<file path="config.mk">
export PLATFORM = sky130hd
export DESIGN_NAME = seg7_display_driver
export DESIGN_NICKNAME = d
export VERILOG_FILES = /design/src/rtl/seg7_display_driver_pkg.sv /design/src/rtl/seg7_display_driver_bin2bcd_pair.sv /design/src/rtl/seg7_display_driver.sv
export SDC_FILE = /design/constraint.sdc
export NUM_CORES = 1
export LEC_CHECK = 0
export BUFFER_PORTS_ARGS = -buffer_cell sky130_fd_sc_hd__buf_2
export CORE_UTILIZATION = 38
export DETAILED_ROUTE_END_ITERATION = 7
export PLACE_DENSITY_LB_ADDON = 0.1
export SETUP_SLACK_MARGIN = 0.2
export SLEW_MARGIN = 20
export SYNTH_ARGS = -nofsm -noshare
export SYNTH_HDL_FRONTEND = slang
export SYNTH_HIERARCHICAL = 1
export SYNTH_SLANG_ARGS = --single-unit
</file>
<file path="constraint.sdc">
create_clock -name clk -period 7.3 [get_ports clk]
set_input_delay 1.825 -clock clk [delete_from_list [all_inputs] [get_ports clk]]
set_output_delay 1.825 -clock clk [all_outputs]
set_load 0.005 [all_outputs]
</file>
<file path="src/rtl/seg7_display_driver_pkg.sv">
// seg7_display_driver_pkg: segment codes, digit count and field limits shared by the display driver.
package seg7_display_driver_pkg;
  localparam int NUM_DIGITS = 6;
  localparam logic [5:0] HR_MAX = 6'd23;
  localparam logic [5:0] MS_MAX = 6'd59;
  localparam logic [6:0] SEG_0 = 7'b1000000;
  localparam logic [6:0] SEG_1 = 7'b1111001;
  localparam logic [6:0] SEG_2 = 7'b0100100;
  localparam logic [6:0] SEG_3 = 7'b0110000;
  localparam logic [6:0] SEG_4 = 7'b0011001;
  localparam logic [6:0] SEG_5 = 7'b0010010;
  localparam logic [6:0] SEG_6 = 7'b0000010;
  localparam logic [6:0] SEG_7 = 7'b1111000;
  localparam logic [6:0] SEG_8 = 7'b0000000;
  localparam logic [6:0] SEG_9 = 7'b0010000;
  localparam logic [6:0] SEG_DASH = 7'b0111111;
  localparam logic [6:0] SEG_OFF = 7'b1111111;

  function automatic logic [6:0] seg_encode(input logic [3:0] d);
    case (d)
      4'd0: seg_encode = SEG_0;
      4'd1: seg_encode = SEG_1;
      4'd2: seg_encode = SEG_2;
      4'd3: seg_encode = SEG_3;
      4'd4: seg_encode = SEG_4;
      4'd5: seg_encode = SEG_5;
      4'd6: seg_encode = SEG_6;
      4'd7: seg_encode = SEG_7;
      4'd8: seg_encode = SEG_8;
      4'd9: seg_encode = SEG_9;
      default: seg_encode = SEG_OFF;
    endcase
  endfunction
endpackage

</file>
<file path="src/rtl/seg7_display_driver_bin2bcd_pair.sv">
// seg7_display_driver_bin2bcd_pair: 6-bit binary to two BCD digits with an out-of-range flag.
module seg7_display_driver_bin2bcd_pair #(
  parameter logic [5:0] MAX = 6'd59
) (
  input  logic [5:0] bin_i,
  output logic [3:0] tens_o,
  output logic [3:0] ones_o,
  output logic       oor_o
);
  logic [5:0] r40, r20, r10;
  // Restoring subtraction of 40/20/10 yields the tens bits directly for inputs up to 63
  always_comb begin
    r40 = bin_i >= 6'd40 ? bin_i - 6'd40 : bin_i;
    r20 = r40 >= 6'd20 ? r40 - 6'd20 : r40;
    r10 = r20 >= 6'd10 ? r20 - 6'd10 : r20;
    tens_o = {1'b0, bin_i >= 6'd40, r40 >= 6'd20, r20 >= 6'd10};
    ones_o = 4'(r10);
    oor_o = bin_i > MAX;
  end
endmodule

</file>
<file path="src/rtl/seg7_display_driver.sv">
// seg7_display_driver: scans hr/min/sec onto a 6-digit common-anode display and drives a blinking alert buzzer.
module seg7_display_driver
  import seg7_display_driver_pkg::*;
#(
  parameter int SCAN_DIV = 4,
  parameter int BLINK_DIV = 16,
  parameter int BUZZ_LEN = 64
) (
  input  logic       clk,
  input  logic       rst,
  input  logic [4:0] hr,
  input  logic [5:0] min,
  input  logic [5:0] sec,
  input  logic       alarm_flag,
  input  logic       timer_done,
  input  logic       ack,
  output logic [5:0] an,
  output logic [6:0] seg,
  output logic       dp,
  output logic       buzzer
);
  localparam int SW = SCAN_DIV > 1 ? $clog2(SCAN_DIV) : 1;
  localparam int LW = BLINK_DIV > 1 ? $clog2(BLINK_DIV) : 1;
  localparam int BW = BUZZ_LEN > 1 ? $clog2(BUZZ_LEN) : 1;

  logic [SW-1:0] scan_q;
  logic [LW-1:0] blink_q;
  logic [BW-1:0] buzz_cnt_q;
  logic [2:0]    idx_q;
  logic [4:0]    snap_hr_q;
  logic [5:0]    snap_min_q, snap_sec_q;
  logic          phase_q, prev_alarm_q, prev_timer_q, buzzer_q;
  logic [5:0]    an_q, an_d;
  logic [6:0]    seg_q, seg_d;
  logic          dp_q, dp_d;

  logic          tick, blink_end, frame_start, ev, pair_oor;
  logic [4:0]    cur_hr;
  logic [5:0]    cur_min, cur_sec;
  logic [3:0]    hr_t, hr_o, min_t, min_o, sec_t, sec_o, digit;
  logic          hr_oor, min_oor, sec_oor;

  assign tick = scan_q == SW'(SCAN_DIV - 1);
  assign blink_end = blink_q == LW'(BLINK_DIV - 1);
  assign frame_start = idx_q == 3'd0;
  assign ev = (alarm_flag & ~prev_alarm_q) | (timer_done & ~prev_timer_q);

  // Digit 0 shows the live inputs on the very edge the snapshot is taken
  assign cur_hr = frame_start ? hr : snap_hr_q;
  assign cur_min = frame_start ? min : snap_min_q;
  assign cur_sec = frame_start ? sec : snap_sec_q;

  seg7_display_driver_bin2bcd_pair #(.MAX(HR_MAX)) u_hr (
    .bin_i({1'b0, cur_hr}), .tens_o(hr_t), .ones_o(hr_o), .oor_o(hr_oor));
  seg7_display_driver_bin2bcd_pair #(.MAX(MS_MAX)) u_min (
    .bin_i(cur_min), .tens_o(min_t), .ones_o(min_o), .oor_o(min_oor));
  seg7_display_driver_bin2bcd_pair #(.MAX(MS_MAX)) u_sec (
    .bin_i(cur_sec), .tens_o(sec_t), .ones_o(sec_o), .oor_o(sec_oor));

  always_comb begin
    pair_oor = idx_q[2] ? hr_oor : idx_q[1] ? min_oor : sec_oor;
    digit = idx_q == 3'd0 ? sec_o :
            idx_q == 3'd1 ? sec_t :
            idx_q == 3'd2 ? min_o :
            idx_q == 3'd3 ? min_t :
            idx_q == 3'd4 ? hr_o : hr_t;
    seg_d = pair_oor ? SEG_DASH : seg_encode(digit);
    an_d = (buzzer_q && !phase_q) ? 6'b111111 : ~(6'b000001 << idx_q);
    dp_d = !(idx_q == 3'd2 || idx_q == 3'd4);
  end

  always_ff @(posedge clk or posedge rst) begin
    if (rst) begin
      scan_q <= '0;
      blink_q <= '0;
      phase_q <= 1'b1;
      idx_q <= '0;
      snap_hr_q <= '0;
      snap_min_q <= '0;
      snap_sec_q <= '0;
      prev_alarm_q <= 1'b0;
      prev_timer_q <= 1'b0;
      buzzer_q <= 1'b0;
      buzz_cnt_q <= '0;
      an_q <= 6'b111111;
      seg_q <= SEG_OFF;
      dp_q <= 1'b1;
    end else begin
      scan_q <= tick ? '0 : scan_q + 1'b1;
      blink_q <= blink_end ? '0 : blink_q + 1'b1;
      phase_q <= phase_q ^ blink_end;
      prev_alarm_q <= alarm_flag;
      prev_timer_q <= timer_done;
      if (ack) begin
        buzzer_q <= 1'b0;
      end else if (ev) begin
        buzzer_q <= 1'b1;
        buzz_cnt_q <= BW'(BUZZ_LEN - 1);
      end else if (buzzer_q) begin
        if (buzz_cnt_q == '0) buzzer_q <= 1'b0;
        else buzz_cnt_q <= buzz_cnt_q - 1'b1;
      end
      if (tick) begin
        idx_q <= idx_q == 3'(NUM_DIGITS - 1) ? 3'd0 : idx_q + 3'd1;
        an_q <= an_d;
        seg_q <= seg_d;
        dp_q <= dp_d;
        if (frame_start) begin
          snap_hr_q <= hr;
          snap_min_q <= min;
          snap_sec_q <= sec;
        end
      end
    end
  end

  assign an = an_q;
  assign seg = seg_q;
  assign dp = dp_q;
  assign buzzer = buzzer_q;
endmodule

</file>
==> results.py <==
metrics = {
    "sta": {
        "setup_tns_ns": 0,
        "rsz0062_at_grt": "no",
        "setup_violations": 0,
        "worst-slew-pin-transition_ns": 0.961,
        "fmax_mhz": 206,
        "skew_ns": 0.0115,
        "fin_crit_sh_pct": 66.6,
        "fin_crit_ns": 4.87,
        "fin_hold_ws_ns": 0.440,
        "slew_headroom_pct": 35.9,
        "hold_violations": 0,
        "finalMaxSlewViolations": 0,
    },
    "routing": {
        "dr_total_vias": 2938,
        "firstDrtPassIters": 4,
        "drtIter0Drc": 157,
        "ant_nets": 0,
        "wl_per_cell_um": 15.3,
        "vias_per_cell": 5.43,
        "drc": 0,
        "wl_um": 8280,
    },
    "pwr": {
        "p_clk_share_pct": 31.8,
        "switching_share_pct": 30.3,
        "p_comb_share_pct": 23.4,
        "net-switching-power_w": 0.000203,
        "pwr_density_cell_nw_per_um2": 163,
        "ir_drop_v": 0.0000814,
        "p_int_w": 0.000467,
        "leakage_nw": 1.71,
        "p_seq_share_pct": 44.8,
    },
    "setup_path": {
        "cp.arrival_ns": 5.08,
        "worstSetupPathType": "flip-flop to flip-flop",
        "endpoint_kind": "flip-flop",
        "crit_path_top_delay_cell": "dfrtp_1",
        "crit_chain": "nor3_4, buf_4, mux2_2, inv_1, ha_1, a211o_2, a31oi_1, a211oi_2, ha_1, a32oi_1, mux2_2, a22oi_1, o32ai_4, nor3b_2, o32ai_1",
        "cpPeakStageDelay_ns": 0.66,
        "critPathBufInv": 2,
        "start_kind": "flip-flop",
        "worstPathMaxFanout": 18,
        "required_ns": 7.52,
        "crit_family": "compound AO/OA/AOI/OAI gates",
    },
    "synthesis": {
        "ys_types": 73,
        "async_flop_share_pct": 100,
        "synthesis.instances": 388,
        "synth.avg_cell_area_um2": 9.88,
        "yosysWarningCount": 6,
        "synth_edf_count": 0,
        "synth_area_um2": 3830,
        "synth_seq_cells": 50,
        "ys_seq_area_share_pct": 33.1,
        "ys.flop_type": "dfrtp_1",
    },
    "global_routing": {
        "antenna_found_initial": 0,
        "gr-total-overflow": 0,
        "grt_max_degree": 51,
        "grt_pass1_vias": 2909,
        "grt_pass1_wl_um": 13800,
        "track_usage_pct": 16.9,
    },
    "layout": {
        "antennaDiodeCount": 0,
        "drive_above_1_share_pct": 31.1,
        "multi_input_area_um2": 2260,
        "instances_no_fill": 541,
        "register_area_um2": 1270,
        "area_growth_syn_to_layout_pct": 7.21,
        "stdcell_area_um2": 4110,
        "nFillCells": 985,
        "fin_nets": 441,
        "fin_util_pct": 42.1,
    },
    "clock_tree": {
        "numCtsBuffers": 5,
        "htree_num_levels": 2,
        "ctsLongestPathBuffers": 2,
        "clkTransAtPathRegs_ns": 0.11,
        "cts_setup_buffers": 0,
        "cts-root-buf": "clkbuf_8",
        "hold_buffers": 0,
        "cts_resized": 0,
        "cts.sinks": 50,
        "cts_tree": "yes",
        "clk-insertion-delay-late_ns": 0.31,
    },
    "placed_design": {
        "dp_cells": 533,
        "dp_hpwl_um": 5810,
        "gp_congestion": 0.797,
        "portBuffers": 36,
        "placed_cell_area_um2": 3990,
    },
    "floorplanning": {
        "die_w_um": 102,
        "die_h_um": 102,
        "ios": 37,
        "core_area_um2": 9770,
        "fp-row-count": 36,
        "dieArea_um2": 10500,
        "start_util_pct": 39.2,
    },
    "min_path": {
        "hold_class": "flip-flop to flip-flop",
    },
    "run": {
        "maxCapViolCount": 0,
    },
    "outcome": {
        "outcome": "finished, final reports clean",
    },
}
-- cells by family after synthesis --
family          Yosys count  synth area share (%)
xor+xnor                  7                  1.60
buf+inv                  55                  8.16
fa+ha+maj                12                  3.92
compound gates          120                  25.8
simple gates             98                  14.9
other cells               4                 0.392
flops                    50                  33.1
mux                      42                  12.2
-- area by class of cell --
cell class,instances,share of cell area (%)
Inverter,27,2.47
Multi-Input combinational cell,285,55.0
Sequential cell,50,30.9
Clock buffer,5,1.67
Tap cell,133,4.05
Clock inverter,3,1.16
Timing Repair Buffer,38,4.75
-- Yosys cell counts, types with 5 or more instances --
cell type | n | share of area, %
a21oi_1 | 16 | 2.1
a31oi_1 | 13 | 2.1
buf_4 | 8 | 1.6
buf_6 | 9 | 2.6
dfrtp_1 | 35 | 23
dfstp_2 | 15 | 10
ha_1 | 12 | 3.9
inv_1 | 27 | 2.6
mux2_2 | 37 | 11
nand2_1 | 22 | 2.2
nand2b_1 | 15 | 2.4
nor2_1 | 25 | 2.4
nor3_1 | 6 | 0.78
o211a_1 | 5 | 1.3
o21ai_0 | 14 | 1.8
o22a_1 | 7 | 1.6
o22ai_1 | 7 | 1.1
xor2_1 | 5 | 1.1
-- worst paths after layout --
kind | startpoint | endpoint | slack, ns | cells after the start
max in group asynchronous | rst | buzz_cnt_q[1]$_DFFE_PP0P_ | 5.19 | 3
min | scan_q[0]$_DFF_PP0_ | scan_q[0]$_DFF_PP0_ | 0.44 | 1
min in group asynchronous | rst | idx_q[1]$_DFFE_PP0P_ | 1.68 | 3
max | idx_q[1]$_DFFE_PP0P_ | seg[6]$_DFFE_PP1P_ | 2.43 | 15
min reg2reg | scan_q[0]$_DFF_PP0_ | scan_q[0]$_DFF_PP0_ | 0.44 | 1
max reg2reg | idx_q[1]$_DFFE_PP0P_ | seg[6]$_DFFE_PP1P_ | 2.43 | 15
-- power groups by stage --
stage / sequential, W / clock [W] / combinational [W]
6_report: 0.000300 / 0.000213 / 0.000157
4_1_cts: 0.000300 / 0.000222 / 0.000158
5_1_grt: 0.000302 / 0.000231 / 0.000179
2_1_floorplan: 0.000304 / 0 / 0.000129
3_5_place_dp: 0.000305 / 0 / 0.000158
3_3_place_gp: 0.000305 / 0 / 0.000155
-- through the flow --
stage	power, W	setup WS [ns]
after floorplan	0.000433	2.55
after global placement	0.000460	2.15
after detailed placement	0.000463	2.11
after CTS	0.000681	2.36
after global routing	0.000713	2.03
final	0.000670	2.43
-- metal layers --
layer	GRT usage [%]	vias up	wire length [um]
li1	-	1466	-
met1	21.7	1436	3960
met2	28.9	34	4000
met3	3.42	2	274
met4	3.96	0	38
met5	0	-	0
-- cells in the final DEF (no fill, tap or decap), drive strengths merged, types with 3 or more instances in the layout --
cell / n
o32a: 4
nand2: 22
a211oi: 5
and2: 3
o211a: 5
mux2: 38
a221oi: 3
a21oi: 17
ha: 12
buf: 38
nand4b: 3
dfstp: 15
o22ai: 7
conb: 6
nor3: 11
a32oi: 3
o32ai: 5
a21o: 3
o2bb2ai: 4
a2bb2oi: 4
a31oi: 13
xor2: 5
clkbuf: 5
o22a: 7
dfrtp: 35
nand2b: 15
inv: 28
o21ai: 18
a22oi: 5
nand3: 4
mux2i: 4
nor2: 26
a211o: 3
-- sequential cells by signal (all words and copies together), names as in the netlist, 2 cells and up --
register and count:
an 6, scan_q 2, snap_sec_q 6, snap_min_q 6, buzz_cnt_q 6, seg 7
idx_q 3, blink_q 4, snap_hr_q 5
(Power assumes the default switching activity.)
